### src/rtl/mem_rr_arbiter.sv
// Round-robin front end sharing one single-port memory bus among N_CH requesters.
// Registered command stage; read data is routed back by a fixed-latency channel-tag pipeline.
module mem_rr_arbiter #(
  parameter int unsigned PC_WIDTH  = 32,
  parameter int unsigned REG_WIDTH = 32,
  parameter int unsigned N_CH      = 4,
  parameter int unsigned RD_LAT    = 2
) (
  input  logic                      clk,
  input  logic                      resetn,
  input  logic [N_CH-1:0]           chWe,
  input  logic [N_CH-1:0]           chRd,
  input  logic [N_CH*PC_WIDTH-1:0]  chAdr,
  input  logic [N_CH*REG_WIDTH-1:0] chwrData,
  output logic [N_CH-1:0]           chGnt,
  output logic [N_CH-1:0]           chrdValid,
  output logic [REG_WIDTH-1:0]      chrdData,
  output logic                      memWe,
  output logic                      memRd,
  output logic [PC_WIDTH-1:0]       memAdr,
  output logic [REG_WIDTH-1:0]      memwrData,
  input  logic [REG_WIDTH-1:0]      memrdData
);

  localparam int unsigned PTR_W = (N_CH > 1) ? $clog2(N_CH) : 1;

  logic [PTR_W-1:0] ptr;
  logic [PTR_W-1:0] gntIdx;
  logic [PTR_W-1:0] candIdx;
  logic             gntAny;
  logic             gntWe;
  logic             gntRdOnly;
  logic [N_CH-1:0]  req;

  logic [RD_LAT:0]  tagV;
  logic [PTR_W-1:0] tagCh [RD_LAT+1];

  assign req = chWe | chRd;

  // First requester at or after ptr, wrapping; nothing is granted while in reset.
  always_comb begin
    gntAny  = 1'b0;
    gntIdx  = '0;
    candIdx = '0;
    chGnt   = '0;
    for (int unsigned off = 0; off < N_CH; off++) begin
      candIdx = PTR_W'((32'(ptr) + off) % N_CH);
      if (!gntAny && resetn && req[candIdx]) begin
        gntAny = 1'b1;
        gntIdx = candIdx;
      end
    end
    if (gntAny) chGnt[gntIdx] = 1'b1;
  end

  always_comb begin
    gntWe     = gntAny & chWe[gntIdx];
    gntRdOnly = gntAny & chRd[gntIdx] & ~chWe[gntIdx];
  end

  always_ff @(posedge clk or negedge resetn) begin
    if (!resetn) begin
      ptr       <= '0;
      memWe     <= 1'b0;
      memRd     <= 1'b0;
      memAdr    <= '0;
      memwrData <= '0;
    end else begin
      memWe <= gntWe;
      memRd <= gntRdOnly;
      if (gntAny) begin
        ptr       <= (gntIdx == PTR_W'(N_CH - 1)) ? '0 : gntIdx + 1'b1;
        memAdr    <= chAdr[32'(gntIdx) * PC_WIDTH +: PC_WIDTH];
        memwrData <= chwrData[32'(gntIdx) * REG_WIDTH +: REG_WIDTH];
      end
    end
  end

  // Tag pushed at the grant edge surfaces RD_LAT+1 edges later, aligned with memrdData.
  always_ff @(posedge clk or negedge resetn) begin
    if (!resetn) begin
      tagV      <= '0;
      chrdValid <= '0;
      chrdData  <= '0;
      for (int unsigned i = 0; i <= RD_LAT; i++) tagCh[i] <= '0;
    end else begin
      tagV     <= {tagV[RD_LAT-1:0], gntRdOnly};
      tagCh[0] <= gntIdx;
      for (int unsigned i = 1; i <= RD_LAT; i++) tagCh[i] <= tagCh[i-1];
      chrdValid <= '0;
      if (tagV[RD_LAT]) begin
        chrdValid[tagCh[RD_LAT]] <= 1'b1;
        chrdData                 <= memrdData;
      end
    end
  end

endmodule

### config.mk
export PLATFORM = sky130hd
export DESIGN_NAME = mem_rr_arbiter
export DESIGN_NICKNAME = d
export VERILOG_FILES = /design/src/rtl/mem_rr_arbiter.sv
export SDC_FILE = /design/constraint.sdc
export NUM_CORES = 1
export LEC_CHECK = 0
export BUFFER_PORTS_ARGS = -buffer_cell sky130_fd_sc_hd__buf_2
export CAP_MARGIN = 20
export CORE_AREA = 2 2 155 157
export CTS_CLUSTER_DIAMETER = 100
export CTS_CLUSTER_SIZE = 40
export DETAILED_ROUTE_END_ITERATION = 10
export DIE_AREA = 0 0 157 159
export PLACE_DENSITY = 0.64
export SETUP_SLACK_MARGIN = 0.2
export SYNTH_ARGS = -nofsm -noshare
export SYNTH_HDL_FRONTEND = slang
export SYNTH_SLANG_ARGS = --single-unit
### constraint.sdc
create_clock -name clk -period 4.3 [get_ports clk]
set_clock_uncertainty 0.15 [all_clocks]
set_input_delay 0.86 -clock clk [delete_from_list [all_inputs] [get_ports clk]]
set_output_delay 0.86 -clock clk [all_outputs]
set_load 0.1 [all_outputs]
==> results of run 1 <==
worst max-delay path, cell delays in order:
cell                      delay [ps]
sky130_fd_sc_hd__buf_2           130
sky130_fd_sc_hd__or3_1           370
sky130_fd_sc_hd__or4b_4          540
sky130_fd_sc_hd__a31o_2          300
sky130_fd_sc_hd__nand2_1         160
sky130_fd_sc_hd__inv_1            90
sky130_fd_sc_hd__ha_1            180
sky130_fd_sc_hd__and2_2          190
sky130_fd_sc_hd__buf_12          170
per-layer routing:
layer  wire length [um]  global-route usage
met1              10900               0.252
met2              12800               0.348
met3               1580              0.0329
met4                654              0.0742
met5                  0                   0
flip-flops by register name, summed over array words and instances (netlist names):
signal,count
memwrData,32
chrdValid,4
ptr,2
tagCh,6
tagV,3
memAdr,32
chrdData,32
memWe,1
power groups by stage:
stage	Combinational (mW)	Clock, mW	Sequential [mW]
floorplan	2.02	0	5.34
global placement	6.72	0	1.86
detailed placement	6.76	0	1.87
CTS	6.77	0.917	1.86
global route	7.01	0.951	1.93
finish	6.75	0.879	1.86
layout make-up:
type | count | area, um2
antenna | 1 | 2.50
clock buffer | 10 | 239
clock inverter | 6 | 67.6
fill | 2358 | 13100
inverter | 3 | 11.3
multi-input combinational | 614 | 4290
sequential | 112 | 2810
tap | 319 | 399
timing repair buffer | 423 | 2290
path summary, 6_finish.rpt:
path	slack [ps]	depth (start not counted)	end
worst min register to register	190	0	tagV[2]$_DFF_PN0_
worst max register to register	830	8	memAdr[19]$_DFFE_PN0P_
max in group asynchronous	2100	3	ptr[0]$_DFFE_PN0P_
worst max-delay path	300	9	chGnt[0]
min in group asynchronous	540	2	memwrData[5]$_DFFE_PN0P_
worst min-delay path	190	0	tagV[2]$_DFF_PN0_
cell usage in the layout, fill, tap and decap left out, drive strengths merged, types with 2 or more instances in the layout:
cell    Yosys  layout
a21oi       2       2
dfrtp     112     112
clkbuf     52      11
nor2        9       9
ha          4       4
and3        3       3
o21ai     132     132
o311ai      2       2
buf        40     422
and2        5       5
o31ai       2       2
o22ai     129     129
inv         3       7
nand3       3       3
nor3        3       3
mux2      162     162
clkinv      0       2
nand2     134     134
or2         3       3
a211oi      2       2
through the flow:
stage / utilization / std cells / setup slack, ps / hold slack (ps) / area (um2)
2_1_floorplan: - / 821 / 266 / 181 / 7440
3_3_place_gp: 0.422 / 1471 / 315 / 183 / 9780
3_5_place_dp: 0.422 / 1471 / 314 / 186 / 9780
4_1_cts: 0.435 / 1487 / 287 / 195 / 10100
5_1_grt: 0.435 / 1487 / 235 / 197 / 10100
6_report: 0.435 / 1488 / 302 / 192 / 10100
cells by family (layout without fill, tap and decap cells):
logic type	after synthesis	count (layout)	synth area share
flops	112	112	0.377
mux	162	162	0.245
simple gates	168	168	0.0944
other cells	0	1	0
buf+inv	95	442	0.0564
compound gates	280	280	0.220
fa+ha+maj	4	4	0.00673
what timing repair did:
item	in CTS	in global routing
hold buffers	0	0
gates resized for setup	0	3
buffers inserted	0	0
setup endpoints to repair	0	4
==> results.txt, run 1 <==
The run finished with clean final reports. The detailed-route wire length per cell came out at 17.4 um. The H-tree generated during clock tree synthesis spans 3 levels.

The fmax is 0.250 GHz. The path type of the worst setup path is in -> out. The clock net sink count is 112. The width of the die is 157 um. The post-DP HPWL came out at 18.8 mm. The maximum number of pins on one net before global-route repair is 170. The number of DRC violations after detailed-routing iteration 0 came out at 592. The post-route total power is 9.49 mW.

The area added between synthesis and finish came out at 35.9%. The library cell occupying the most area in the post-synthesis netlist is sky130_fd_sc_hd__dfrtp_1. For this design the ratio of total power to cell area is 939 nW/um2. The first-pass GRT wire length is 40.1 mm. Among all cell types in the netlist, the one instantiated most often is sky130_fd_sc_hd__mux2_2. In this run the worst setup path begins at chRd[0]. The share of synthesized area in the top cell type comes to 0.377. The max-cap violation count came out at 0.

The final routed wirelength across all metal layers is 25.9 mm. The via total after detailed routing is 7,681. The part of the total power dissipated in combinational logic came out at 0.712. The count of boundary I/O pins is 404. STA classifies the critical path endpoint as an output pin. The clock tree from TritonCTS is built.

The arrival time of data at the critical path endpoint came out at 2990 ps. The area of the placeable core came out at 23,200 um2. The die span in y came out at 159 um.

The clock passes through at most 2 buffers. The via count of the first global-routing pass is 7,322. The share of total power dissipated in the clock network is 0.093. The net count reported at finish came out at 1,465.

The leakage power summed over all cells came out at 4.70 nW. The per-instance average area after synthesis came out at 9.05 um2. Input and output buffers added on the ports amount to 403. Counting the buffers created by CTS gives 9. The worst register-to-register path begins at ptr[1]$_DFFE_PN0P_. Setup repair after global routing left no endpoint under its margin. The total negative setup slack is 0 ps. The type of the worst min-delay path is reg -> reg.

The mapped cell area is 7430 um2. The fraction of registers with async set/reset came out at 1.00. The overall routing resource usage came out at 0.201. In the final layout, the share of cells above drive strength 1 is 0.529. The largest fanout on the critical path came out at 5.

STA classifies the critical path startpoint as an input port. The effective utilization at floorplan came out at 0.320. The iteration count of the initial detailed-routing pass came out at 8. The final hold violation count is 0. In this run the remaining antenna-violating nets after routing total 0. After global routing the overflow that remains totals 0. The later-pin clock latency in the skew report is 360 ps. In the post-synthesis netlist, the biggest area contributors are sky130_fd_sc_hd__dfrtp_1 38%, sky130_fd_sc_hd__mux2_2 25%, sky130_fd_sc_hd__o22ai_1 11%. Among all flip-flop cells after synthesis, the most frequent one is sky130_fd_sc_hd__dfrtp_1.

The count of warnings emitted by yosys came out at 0. The cell internal power dissipation came out at 3.64 mW. The data required time at the worst endpoint came out at 3290 ps. The worst max-slew margin expressed relative to the limit came out at 0.423. The worst-case IR drop observed on VDD is 0.000491 V. In this run the most critical hold path is launched from tagV[1]$_DFF_PN0_. The number of antenna violations at the first check in global routing came out at 1. The weighted congestion reported at the end of routability-driven placement came out at 0.791. After technology mapping, the gate count stands at 821. The setup-violating endpoint count in the final report is 0.

The number of nets in the synthesized netlist is 1,123. Of the synthesized area, sequential elements account for 0.377. The DRC violation count after routing is 0.

The clock transition at the registers of the reported paths is 90 ps. In the finished design, the share of the clock period the worst path needs comes to 0.930. The transition time at the pin with the least slew margin came out at 866 ps. The switching power as a share of total power is 0.616. The tree is rooted in a sky130_fd_sc_hd__clkbuf_16.

The routed via count divided by cell count is 5.16. The net switching power came out at 5.85 mW. The number of pins with negative max-slew slack in the final report came out at 0. The area enclosed by the die boundary is 25,000 um2. The floorplan row count came out at 56. The minimum period implied by the final worst setup slack came out at 4000 ps. The number of distinct library cells after synthesis is 43. Of the total power, registers draw 0.196. The number of flops mapped to enable cells by yosys came out at 0. Counting flops and latches in the post-synthesis netlist gives 112. By count the netlist is led by 162 x sky130_fd_sc_hd__mux2_2, 134 x sky130_fd_sc_hd__nand2_1, 131 x sky130_fd_sc_hd__o21ai_0, 129 x sky130_fd_sc_hd__o22ai_1, 112 x sky130_fd_sc_hd__dfrtp_1.
(Power assumes the default switching activity.)
==> run 2: changes to the inputs <==
--- a/config.mk
+++ b/config.mk
@@ -12,7 +12,8 @@
 export CTS_CLUSTER_SIZE = 40
 export DETAILED_ROUTE_END_ITERATION = 10
 export DIE_AREA = 0 0 157 159
-export PLACE_DENSITY = 0.64
+export GPL_ROUTABILITY_DRIVEN = 0
+export PLACE_DENSITY_LB_ADDON = 0.2
 export SETUP_SLACK_MARGIN = 0.2
 export SYNTH_ARGS = -nofsm -noshare
 export SYNTH_HDL_FRONTEND = slang
==> constraint.sdc (replaced) <==
create_clock -name clk -period 3.4 [get_ports clk]
set_clock_uncertainty 0.15 [all_clocks]
set_input_delay 0.68 -clock clk [delete_from_list [all_inputs] [get_ports clk]]
set_output_delay 0.68 -clock clk [all_outputs]
set_load 0.1 [all_outputs]
==> results.txt, run 2 (synthesis gave the netlist of run 1 again) <==
The later-pin clock latency in the skew report came out at 350 ps (about the same). The post-route total power came out at 12.3 mW (+29%). The area added between synthesis and finish came out at 42.2%.

The max-cap violation count came to 0 (unchanged). The count of input and output buffers came to 403 (unchanged). The power per cell area came out at 1160 nW/um2 (+24%). The fraction of power consumed by the clock network came to 0.089 (-0.004). The setup-violating endpoint count in the final report is 0 (unchanged). The effective utilization at floorplan came out at 0.320 (unchanged). The maximum number of pins on one net before global-route repair came to 134 (-21%). The number of antenna violations at the first check in global routing came to 1 (unchanged). The switching power as a share of total power is 0.611 (-0.00580).

The total negative setup slack came out at 0 ps (unchanged). The worst setup path is launched from an input port. The largest vdd supply drop is 0.000570 V (+16%). The floorplan row count is 56 (unchanged). The met1 track demand over resource is 0.279 (+0.0279). The transition time at the pin with the least slew margin is 727 ps (-139 ps). The kind of end point of the critical path is an output pin. The final hold violation count is 0 (unchanged). The most common library cell in the layout ignoring fill and taps is sky130_fd_sc_hd__buf_2. The run finished with clean final reports.

The global route total overflow is 0 (unchanged). The iteration count of the initial detailed-routing pass came out at 5 (-3). The number of buffers between clock root and the deepest sink came out at 2 (unchanged). The largest fanout on the critical path came out at 4 (-1). The worst max-slew margin expressed relative to the limit is 0.515 (+0.0926). The number of cells in the design after placement is 1,498 (+1.8%).

The largest registers in the layout are chrdData: 32 flops, memAdr: 32 flops, memwrData: 32 flops. The via count of the first global-routing pass is 7,513 (+2.6%). The count of boundary I/O pins is 404 (unchanged).

The data required time at the worst endpoint is 2570 ps (-720 ps). The die span in y is 159 um (unchanged). The overall routing resource usage is 0.218 (+0.0166). The cell internal power dissipation came out at 4.78 mW (+31%).

The area enclosed by the die boundary is 25,000 um2 (unchanged). met2 is the most crowded layer. The ratio of cells with drive above 1 in the final layout came out at 0.554 (+0.0252). The part of the total power dissipated in combinational logic came out at 0.723 (+0.011). The arrival time of data at the critical path endpoint came out at 2540 ps (-450 ps).

CTS placed an instance of sky130_fd_sc_hd__clkbuf_16 at the clock tree root. The sequential fraction of design power was 0.188 (-0.008). The net switching power came out at 7.50 mW (+28%). The DRC violation count after routing is 0 (unchanged).

The area of the placeable core came to 23,200 um2 (unchanged). The routed via count divided by cell count came to 5.18 (+0.41%). The via total after detailed routing is 7,904 (+2.9%). The final routed wirelength across all metal layers came out at 28.4 mm (+9.7%). The first-pass GRT wire length came out at 42.7 mm (+6.5%). The width of the die came out at 157 um (unchanged). Setup repair after global routing could not meet its margin everywhere. The number of H-tree levels came to 3 (unchanged). The post-detailed-placement cell area was 10,100 um2 (+3.2%). The number of buffers created by CTS is 9 (unchanged). The final cell count without fillers is 1,525 (+2.5%). The clock tree from TritonCTS is built. The final antenna-violating net count came out at 0 (unchanged). The worst setup path is of the in -> out kind. The worst hold path belongs to the class reg -> reg.

The met3 capacity usage during global routing is 0.0367 (+0.00381). The detailed-route wire length per cell is 18.6 um (+7.0%). The met2 demand-to-capacity share in global routing is 0.372 (+0.0245). The clock transition at the registers of the reported paths came to 80 ps (about the same). The number of pins with negative max-slew slack in the final report came out at 0 (unchanged). The number of DRC violations after detailed-routing iteration 0 is 679 (+15%).

The minimum period implied by the final worst setup slack is 3370 ps. The hold buffer count at cts came to 0 (unchanged). The final worst-path cycle share is 0.991. The post-DP HPWL is 20.4 mm (+8.5%). The leakage power summed over all cells came out at 4.93 nW (+5.1%).

Static timing analysis puts the maximum clock frequency at 0.297 GHz. The cell area after layout is 10,600 um2 (+4.6%). The net count reported at finish came out at 1,502 (+2.5%).

The clock net sink count came out at 112 (unchanged). In the layout the commonest cells are 398 x sky130_fd_sc_hd__buf_2, 162 x sky130_fd_sc_hd__mux2_2, 133 x sky130_fd_sc_hd__nand2_1.
run 2: cell count changes in the layout (fill, tap and decap cells not counted), moves of 2 or more:
cell,before,now
sky130_fd_sc_hd__buf_4,16,44
sky130_fd_sc_hd__buf_12,8,16
sky130_fd_sc_hd__and2_2,4,0
sky130_fd_sc_hd__and2_4,0,4
sky130_fd_sc_hd__ha_1,4,1
sky130_fd_sc_hd__ha_2,0,3
sky130_fd_sc_hd__inv_1,3,1
sky130_fd_sc_hd__inv_2,0,2
sky130_fd_sc_hd__nor3_1,3,1
run 2: repair_timing:
action                                  4_1_cts  5_1_grt
endpoints found under the setup margin        4       18
pin swaps                                     6        4
setup buffers                                 6        3
gates resized for setup                      14        6
gates cloned                                  0        1
run 2: area by class of cell:
| class | instances | area, um2 |
|---|---|---|
| Sequential cell | 112 | 2800 |
| Clock buffer | 9 | 225 |
| Inverter | 3 | 11.3 |
| Antenna cell | 1 | 2.50 |
| Fill cell | 2328 | 12600 |
| Clock inverter | 7 | 72.6 |
| Tap cell | 319 | 399 |
| Timing Repair Buffer | 460 | 2680 |
| Multi-Input combinational cell | 614 | 4370 |
run 2: path summary, 6_finish.rpt:
path / depth (start not counted) / slack (ps) / end / startpoint
min in group asynchronous: 2 / 380 / tagCh[1]$_DFF_PN0_ / resetn
hold reg to reg: 0 / 200 / tagCh[3]$_DFF_PN0_ / tagCh[5]$_DFF_PN0_
setup / recovery: 8 / 30 / chGnt[3] / chWe[0]
setup reg to reg: 10 / 330 / memwrData[1]$_DFFE_PN0P_ / ptr[0]$_DFFE_PN0P_
hold / removal: 0 / 200 / tagCh[3]$_DFF_PN0_ / tagCh[5]$_DFF_PN0_
max in group asynchronous: 3 / 1740 / memwrData[2]$_DFFE_PN0P_ / resetn
run 2: critical path: stages:
cell                      delay, ps
sky130_fd_sc_hd__buf_2          110
sky130_fd_sc_hd__or3_4          390
sky130_fd_sc_hd__or4b_4         530
sky130_fd_sc_hd__a31o_4         250
sky130_fd_sc_hd__nand2_4         80
sky130_fd_sc_hd__ha_2           180
sky130_fd_sc_hd__and2_4         150
sky130_fd_sc_hd__buf_12         170
run 2: power by group through the flow:
stage | Sequential [mW] | Combinational [mW] | Clock (mW)
after global routing | 2.41 | 9.23 | 1.19
after CTS | 2.32 | 8.89 | 1.14
after floorplan | 6.75 | 2.60 | 0
final | 2.31 | 8.88 | 1.09
after detailed placement | 2.34 | 8.83 | 0
after global placement | 2.31 | 8.80 | 0
run 2: through the flow:
stage | hold slack [ps] | utilization | setup slack (ps)
6_report | 201 | 0.456 | 31.1
5_1_grt | 211 | 0.456 | -23.6
4_1_cts | 201 | 0.452 | 47.2
3_5_place_dp | 186 | 0.435 | -53.9
3_3_place_gp | 181 | 0.435 | -21.7
2_1_floorplan | 181 | - | 65.1
run 2: metal layers:
metal,wire (um),share of wire,up-vias
li1,-,-,3773
met1,11800,0.42,3770
met2,14100,0.50,323
met3,1810,0.064,38
met4,684,0.024,0
met5,0,0,-
